File: src/rtl/shift_sequencer.sv
// Multi-cycle shift/rotate engine: accepts a command, applies one 1-bit
// shift/rotate per clock, then holds the result on a valid/ready port.
module shift_sequencer #(
    parameter int WIDTH = 8,
    parameter int AMT_W = 3
) (
    input  logic             clk,
    input  logic             rst_n,
    input  logic             in_valid,
    output logic             in_ready,
    input  logic [WIDTH-1:0] in_data,
    input  logic [2:0]       in_op,
    input  logic [AMT_W-1:0] in_amt,
    output logic             out_valid,
    input  logic             out_ready,
    output logic [WIDTH-1:0] out_data,
    output logic             out_err,
    output logic             busy
);

    // state  | meaning
    // IDLE   | waiting for a command, in_ready=1
    // RUN    | one 1-bit step per clock until count reaches 1
    // DONE   | result presented, waiting for out_ready
    localparam logic [1:0] S_IDLE = 2'd0;
    localparam logic [1:0] S_RUN  = 2'd1;
    localparam logic [1:0] S_DONE = 2'd2;

    localparam logic [2:0] OP_LSL  = 3'd0;
    localparam logic [2:0] OP_LSR  = 3'd1;
    localparam logic [2:0] OP_ASR  = 3'd2;
    localparam logic [2:0] OP_ROTL = 3'd3;
    localparam logic [2:0] OP_ROTR = 3'd4;

    logic [1:0]       state_q, state_d;
    logic [WIDTH-1:0] data_q, data_d;
    logic [2:0]       op_q, op_d;
    logic [AMT_W-1:0] count_q, count_d;
    logic [WIDTH-1:0] out_data_q, out_data_d;
    logic             out_err_q, out_err_d;
    logic [WIDTH-1:0] step_res;

    always_comb begin
        step_res = data_q;
        case (op_q)
            OP_LSL:  step_res = {data_q[WIDTH-2:0], 1'b0};
            OP_LSR:  step_res = {1'b0, data_q[WIDTH-1:1]};
            OP_ASR:  step_res = {data_q[WIDTH-1], data_q[WIDTH-1:1]};
            OP_ROTL: step_res = {data_q[WIDTH-2:0], data_q[WIDTH-1]};
            OP_ROTR: step_res = {data_q[0], data_q[WIDTH-1:1]};
            default: step_res = data_q;
        endcase
    end

    always_comb begin
        state_d    = state_q;
        data_d     = data_q;
        op_d       = op_q;
        count_d    = count_q;
        out_data_d = out_data_q;
        out_err_d  = out_err_q;
        case (state_q)
            S_IDLE: begin
                if (in_valid) begin
                    data_d    = in_data;
                    op_d      = in_op;
                    out_err_d = (in_op > OP_ROTR);
                    // Zero-length and illegal commands bypass RUN entirely
                    if ((in_amt == '0) || (in_op > OP_ROTR)) begin
                        out_data_d = in_data;
                        state_d    = S_DONE;
                    end else begin
                        count_d = in_amt;
                        state_d = S_RUN;
                    end
                end
            end
            S_RUN: begin
                data_d  = step_res;
                count_d = count_q - AMT_W'(1);
                if (count_q == AMT_W'(1)) begin
                    out_data_d = step_res;
                    state_d    = S_DONE;
                end
            end
            S_DONE: begin
                if (out_ready) begin
                    state_d = S_IDLE;
                end
            end
            default: state_d = S_IDLE;
        endcase
    end

    always_ff @(posedge clk) begin
        if (!rst_n) begin
            state_q    <= S_IDLE;
            data_q     <= '0;
            op_q       <= '0;
            count_q    <= '0;
            out_data_q <= '0;
            out_err_q  <= 1'b0;
        end else begin
            state_q    <= state_d;
            data_q     <= data_d;
            op_q       <= op_d;
            count_q    <= count_d;
            out_data_q <= out_data_d;
            out_err_q  <= out_err_d;
        end
    end

    assign in_ready  = (state_q == S_IDLE);
    assign busy      = !in_ready;
    assign out_valid = (state_q == S_DONE);
    assign out_data  = out_data_q;
    assign out_err   = out_err_q;

endmodule
File: config.mk
export PLATFORM = sky130hd
export DESIGN_NAME = shift_sequencer
export DESIGN_NICKNAME = d
export VERILOG_FILES = /design/src/rtl/shift_sequencer.sv
export SDC_FILE = /design/constraint.sdc
export NUM_CORES = 1
export LEC_CHECK = 0
export CELL_PAD_IN_SITES_DETAIL_PLACEMENT = 0
export CELL_PAD_IN_SITES_GLOBAL_PLACEMENT = 1
export CORE_UTILIZATION = 41
export CTS_CLUSTER_DIAMETER = 50
export DETAILED_ROUTE_END_ITERATION = 16
export GPL_TIMING_DRIVEN = 0
export PLACE_DENSITY_LB_ADDON = 0.1
export SYNTH_ARGS = -nofsm -noshare
export SYNTH_HDL_FRONTEND = slang
export SYNTH_SLANG_ARGS = --single-unit
export TNS_END_PERCENT = 100
File: constraint.sdc
create_clock -name clk -period 2.6 [get_ports clk]
set_input_delay 0.65 -clock clk [delete_from_list [all_inputs] [get_ports clk]]
set_output_delay 0.65 -clock clk [all_outputs]
set_load 0.1 [all_outputs]
==> results_dict.tcl, run 1 <==
set metrics [dict create \
    status "complete, no violations" \
    die-width_um 63.5 \
    path_clk_slew_ns 0.10 \
    ys_warn_count 0 \
    report.final.slew_viol_count 0 \
    drtAntennaViolNets 0 \
    syn_area_um2 1550 \
    crit_path_start_kind "register" \
    nFillCells 336 \
    clk_latency_ns 0.27 \
    cp.required_ns 1.95 \
    clockBufferDepth 2 \
    seq_power_share_pct 39.0 \
    numCtsBuffers 3 \
    core_area_um2 3470 \
    p_sw_mw 0.486 \
    p_per_area_nw_per_um2 610 \
    rows 21 \
    ir_drop_uv 507 \
    critPathMaxFanout 10 \
    async_flop_share_pct 0 \
    ys_types 47 \
    synth-xor-area-share_pct 1.13 \
    reg2reg_depth 6 \
    root_buffer "clkbuf_8" \
    drtPass1Iterations 4 \
    fin_hold_ws_ns 0.489 \
    io_buffer_count 28 \
    die_area_um2 4030 \
    fin_tns_setup_ns 0 \
    critPathCaptureType "output pin" \
    fin_nets 241 \
    start_util_pct 44.7 \
    ioPinCount 30 \
    fmax_mhz 397 \
    synth_top_family_by_area "compound AO/OA/AOI/OAI gates" \
    hpwlAfterDp_um 3120 \
    hold_path_class "register to register" \
    routedWlPerCell_um 16.2 \
    first_iter_violations 103 \
    avgSynthCellArea_um2 8.25 \
    p_int_mw 0.700 \
    yosys.area_share.simple_pct 21.9 \
    leakagePower_nw 0.733 \
    cp.arrival_ns 1.87 \
    synthAdderAreaFrac_pct 1.61 \
    tightest_slew_ns 0.969 \
    clock_skew_ns 0.00374 \
    p_clk_share_pct 21.1 \
    syn_nets 208 \
    slew_headroom_pct 35.2 \
    crit_type "register to output pin" \
    cts_tree "done" \
    holdPathStages 2 \
    rsz0062_at_grt "false" \
    drt-total-wl_um 4310 \
    finalSetupViolCount 0 \
    fin_util_pct 56.0 \
    ys_ff_latch 25 \
    antenna_found_initial 0 \
    period_needed_ns 2.52 \
    drv_cap 0 \
    synthCells 188 \
    layout_worst_path_cycle_share_pct 96.9 \
    avgViaCountPerCell 5.86 \
    drive_gt1_share_pct 10.5 \
    antenna_cells 0 \
    grt_usage_pct 22.6 \
    grt_max_degree 17 \
    grt.overflow.total 0 \
    first_global_vias 1480 \
    post-cts-setup-buffers 0 \
    htreeDepth 1 \
    clock-sinks 25 \
    grt_pass1_wl_um 7110 \
    synth-edff-count 0 \
    synth.area.mux_share_pct 7.26 \
    pwr-share-comb_pct 39.9 \
    area_delta_synth_final_pct 25.2 \
    vias 1559 \
    synth_seq_area_share_pct 32.3 \
    switching_share_pct 41.0 \
    die_h_um 63.5 \
    hold_viol 0 \
    synth-compound-area-share_pct 28.9 \
    drcViolationCount 0 \
    gp_congestion 0.809 \
    synthFlopType "dfxtp_1" \
]
==> placed cells by master (no fill, tap or decap), types with 4 or more instances in the layout <==
master | netlist | routed
nand3_1 | 4 | 4
buf_2 | 6 | 6
o211ai_1 | 4 | 4
nand2b_1 | 6 | 6
o21ai_0 | 14 | 14
nor3_1 | 6 | 6
a311oi_1 | 4 | 4
nor2b_1 | 5 | 5
clkbuf_1 | 6 | 6
nor2_1 | 14 | 13
mux2i_1 | 9 | 9
clkdlybuf4s50_1 | 0 | 25
nand2_1 | 16 | 16
dfxtp_1 | 25 | 25
a21oi_1 | 9 | 9
inv_1 | 6 | 6
a31oi_1 | 8 | 8
==> path summary, 6_finish.rpt <==
check | slack [ns] | endpoint | from
min reg2reg | 0.49 | out_data[2] | out_data[2]
min | 0.49 | out_data[2] | out_data[2]
max | 0.08 | busy | state_q[0]
max reg2reg | 0.75 | out_data[4] | state_q[1]
==> registers in the layout, indices dropped and copies added (netlist names) <==
signal / count
count_q: 3
out_data: 8
op_q: 3
out_err: 1
data_q: 8
state_q: 2
==> power by group through the flow <==
stage	registers (mW)	clock network (mW)	logic [mW]
after CTS	0.461	0.257	0.471
after global routing	0.467	0.268	0.505
final	0.463	0.251	0.473
after detailed placement	0.469	0	0.472
after global placement	0.467	0	0.464
after floorplan	0.551	0	0.264
==> worst max-delay path, stage by stage (launching register included) <==
cell and delay (ns):
dfxtp_1 0.37, buf_2 0.25, nor2_4 0.07, inv_1 0.06, dlygate4sd2_1 0.84
==> final cells by class <==
type                       count  area (µm²)  area share, %
buffer                        15        86.3           4.44
clock buffer                   3        41.3           2.12
clock inverter                 1        8.76          0.451
inverter                       6        22.5           1.16
multi-input combinational    142         950           48.9
sequential                    25         500           25.8
tap                           46        57.6           2.96
timing repair buffer          28         277           14.2
==> synthesized netlist by cell type (4+ instances only) <==
| library cell | number | area, µm² |
|---|---|---|
| nor2b_1 | 5 | 31.3 |
| a31oi_1 | 8 | 50.1 |
| a311oi_1 | 4 | 35.0 |
| a21oi_1 | 9 | 45.0 |
| o211ai_1 | 4 | 30.0 |
| o21ai_0 | 14 | 70.1 |
| nand3_1 | 4 | 20.0 |
| inv_1 | 6 | 22.5 |
| nor2_1 | 14 | 52.6 |
| mux2i_1 | 9 | 90.1 |
| buf_2 | 6 | 30.0 |
| dfxtp_1 | 25 | 500 |
| nand2b_1 | 6 | 37.5 |
| nand2_1 | 16 | 60.1 |
| clkbuf_1 | 6 | 22.5 |
| nor3_1 | 6 | 30.0 |
==> timing repair <==
item	in CTS	in global routing
setup endpoints to repair	3	0
hold buffers	0	0
resized for setup	3	0
==> kinds of logic after synthesis <==
| kind of cell | count (synthesis) |
|---|---|
| AND/OR/NAND/NOR | 64 |
| adder cells (fa/ha/maj) | 2 |
| AO/OA/AOI/OAI | 63 |
| XOR/XNOR | 2 |
| buffers and inverters | 21 |
| flip-flops | 25 |
| multiplexers | 11 |
==> routing by layer <==
metal	up-vias	wire length [µm]	track usage, %
met1	732	1950	30.5
li1	761	-	-
met4	0	18	2.56
met3	2	336	4.71
met5	-	0	0
met2	64	2000	37.6
==> metrics by stage <==
step / power, mW / setup WS [ns] / instances / area (µm²)
floorplan: 0.816 / 0.108 / 188 / 1560
global placement: 0.932 / 0.125 / 262 / 1900
detailed placement: 0.941 / 0.0772 / 262 / 1900
CTS: 1.19 / 0.0861 / 266 / 1940
global route: 1.24 / 0.0185 / 266 / 1940
finish: 1.19 / 0.0813 / 266 / 1940
(Power assumes the default switching activity.)
==> inputs of run 2 (changes only) <==
--- a/config.mk
+++ b/config.mk
@@ -5,9 +5,10 @@
 export SDC_FILE = /design/constraint.sdc
 export NUM_CORES = 1
 export LEC_CHECK = 0
-export CELL_PAD_IN_SITES_DETAIL_PLACEMENT = 0
-export CELL_PAD_IN_SITES_GLOBAL_PLACEMENT = 1
-export CORE_UTILIZATION = 41
+export CAP_MARGIN = 20
+export CELL_PAD_IN_SITES_DETAIL_PLACEMENT = 1
+export CELL_PAD_IN_SITES_GLOBAL_PLACEMENT = 2
+export CORE_UTILIZATION = 32
 export CTS_CLUSTER_DIAMETER = 50
 export DETAILED_ROUTE_END_ITERATION = 16
 export GPL_TIMING_DRIVEN = 0
==> run 2 against run 1 <==
Net effect: largest cell class unchanged; critical endpoint is now out_valid; critical path depth is 1 lower; non-clock buffer count did not move; sequential share of layout area shrank 0.12 points; final cell count rose by 2.3%; count of clock-buffer cells in the layout unchanged.
==> results_dict.tcl, run 2 (synthesized netlist as in run 1, its figures left out) <==
set metrics [dict create \
    fin_tns_setup_ns 0 \
    rrSetupSlack_ns 0.76 \
    leakagePower_nw 0.724 \
    first_global_vias 1621 \
    report.final.slew_viol_count 0 \
    fin_nets 241 \
    clock_skew_ns 0.00253 \
    p_clk_share_pct 21.5 \
    rows 24 \
    routedWlPerCell_um 17.8 \
    drt-total-wl_um 4850 \
    avgViaCountPerCell 5.70 \
    cts_tree "done" \
    antenna_cells 0 \
    crit_type "register to output pin" \
    dp.cells 268 \
    grt.overflow.total 0 \
    first_iter_violations 84 \
    post-cts-setup-buffers 0 \
    p_sw_mw 0.501 \
    fmax_mhz 401 \
    crit_path_start_kind "register" \
    clockBufferDepth 2 \
    finalNonFillerCells 272 \
    p_int_mw 0.697 \
    area_delta_synth_final_pct 25.8 \
    critPathMaxFanout 10 \
    switching_share_pct 41.8 \
    io_buffer_count 28 \
    numCtsBuffers 3 \
    status "complete, no violations" \
    tightest_slew_ns 0.980 \
    grt_pass1_wl_um 8090 \
    ioPinCount 30 \
    slew_headroom_pct 34.5 \
    root_buffer "clkbuf_8" \
    clk_latency_ns 0.28 \
    htreeDepth 1 \
    seq_power_share_pct 38.7 \
    rsz0062_at_grt "false" \
    gp_congestion 0.811 \
    grt_max_degree 16 \
    hold_viol 0 \
    postCtsHoldBufs 0 \
    finalSetupViolCount 0 \
    antenna_found_initial 0 \
    period_needed_ns 2.49 \
    clock-sinks 25 \
    core_area_um2 4500 \
    final_cell_mix "dfxtp_1, clkdlybuf4s50_1, nand2_1" \
    start_util_pct 34.4 \
    drtPass1Iterations 4 \
    die_h_um 71.6 \
    path_clk_slew_ns 0.10 \
    die_area_um2 5130 \
    drv_cap 0 \
    die-width_um 71.6 \
    cp.required_ns 1.95 \
    final_cell_area_um2 1950 \
    pwr-share-comb_pct 39.7 \
    vias 1550 \
    hpwlAfterDp_um 3650 \
    grt_usage_pct 20.1 \
    ir_drop_uv 260 \
    hold_path_class "register to register" \
    nFillCells 542 \
    layout_worst_path_cycle_share_pct 95.9 \
    dpl_cell_area_um2 1900 \
    drive_gt1_share_pct 10.5 \
    critPathCaptureType "output pin" \
    cp.arrival_ns 1.84 \
    fin_util_pct 43.3 \
    drtAntennaViolNets 0 \
    drcViolationCount 0 \
    p_per_area_nw_per_um2 614 \
    cts_resized 3 \
]
[run 2: changes by cell type in the layout (fill, tap and decap cells not counted), sizes merged]
cell / delta
clkdlybuf4s15: +2
clkinvlp: +1
dlygate4sd2: -2
inv: -1
[run 2: cell type report]
type,instances,area (µm²),area share [%]
Timing Repair Buffer,28,279,14.3
Sequential cell,25,500,25.6
Tap cell,52,65.1,3.33
Inverter,6,22.5,1.15
Clock buffer,3,41.3,2.12
Multi-Input combinational cell,142,950,48.7
Buffer,15,86.3,4.42
Clock inverter,1,7.51,0.385
[run 2: worst max-delay path: stages (launching register included)]
cell and delay [ns]:
dfxtp_1 0.35, buf_2 0.19, nor2b_1 0.17, clkdlybuf4s15_1 0.85
[run 2: final timing paths]
check | from | endpoint | cells past startpoint
max | state_q[0] | out_valid | 3
min | out_data[2] | out_data[2] | 2
max reg2reg | state_q[1] | out_data[5] | 5
min reg2reg | out_data[2] | out_data[2] | 2
[run 2: power groups by stage]
stage / Sequential, mW / Combinational [mW] / Clock [mW]
floorplan: 0.551 / 0.264 / 0
global placement: 0.469 / 0.471 / 0
detailed placement: 0.471 / 0.479 / 0
CTS: 0.462 / 0.477 / 0.260
global route: 0.470 / 0.510 / 0.278
finish: 0.464 / 0.476 / 0.258
[run 2: layer usage]
layer / track usage (%) / wire (µm) / vias up / part of all wire (%)
met3: 3.23 / 186 / 2 / 3.8
met2: 32.9 / 2240 / 35 / 46
met4: 4.36 / 20 / 0 / 0.41
met1: 28.0 / 2400 / 758 / 49
met5: 0 / 0 / - / 0
li1: - / - / 755 / -
[run 2: stage by stage]
stage	total power [mW]	hold WS, ns	worst slack (ns)
floorplan	0.816	0.450	0.108
global placement	0.940	0.463	0.112
detailed placement	0.950	0.464	0.0691
CTS	1.20	0.484	0.0662
global route	1.26	0.499	0.0168
finish	1.20	0.483	0.106
==> inputs of run 3 (changes only) <==
--- a/config.mk
+++ b/config.mk
@@ -5,7 +5,7 @@
 export SDC_FILE = /design/constraint.sdc
 export NUM_CORES = 1
 export LEC_CHECK = 0
-export CAP_MARGIN = 20
+export CAP_MARGIN = 5
 export CELL_PAD_IN_SITES_DETAIL_PLACEMENT = 1
 export CELL_PAD_IN_SITES_GLOBAL_PLACEMENT = 2
 export CORE_UTILIZATION = 32
==> results of run 3 <==
No change in the layout: final DEF, timing and power equal those of run 2.
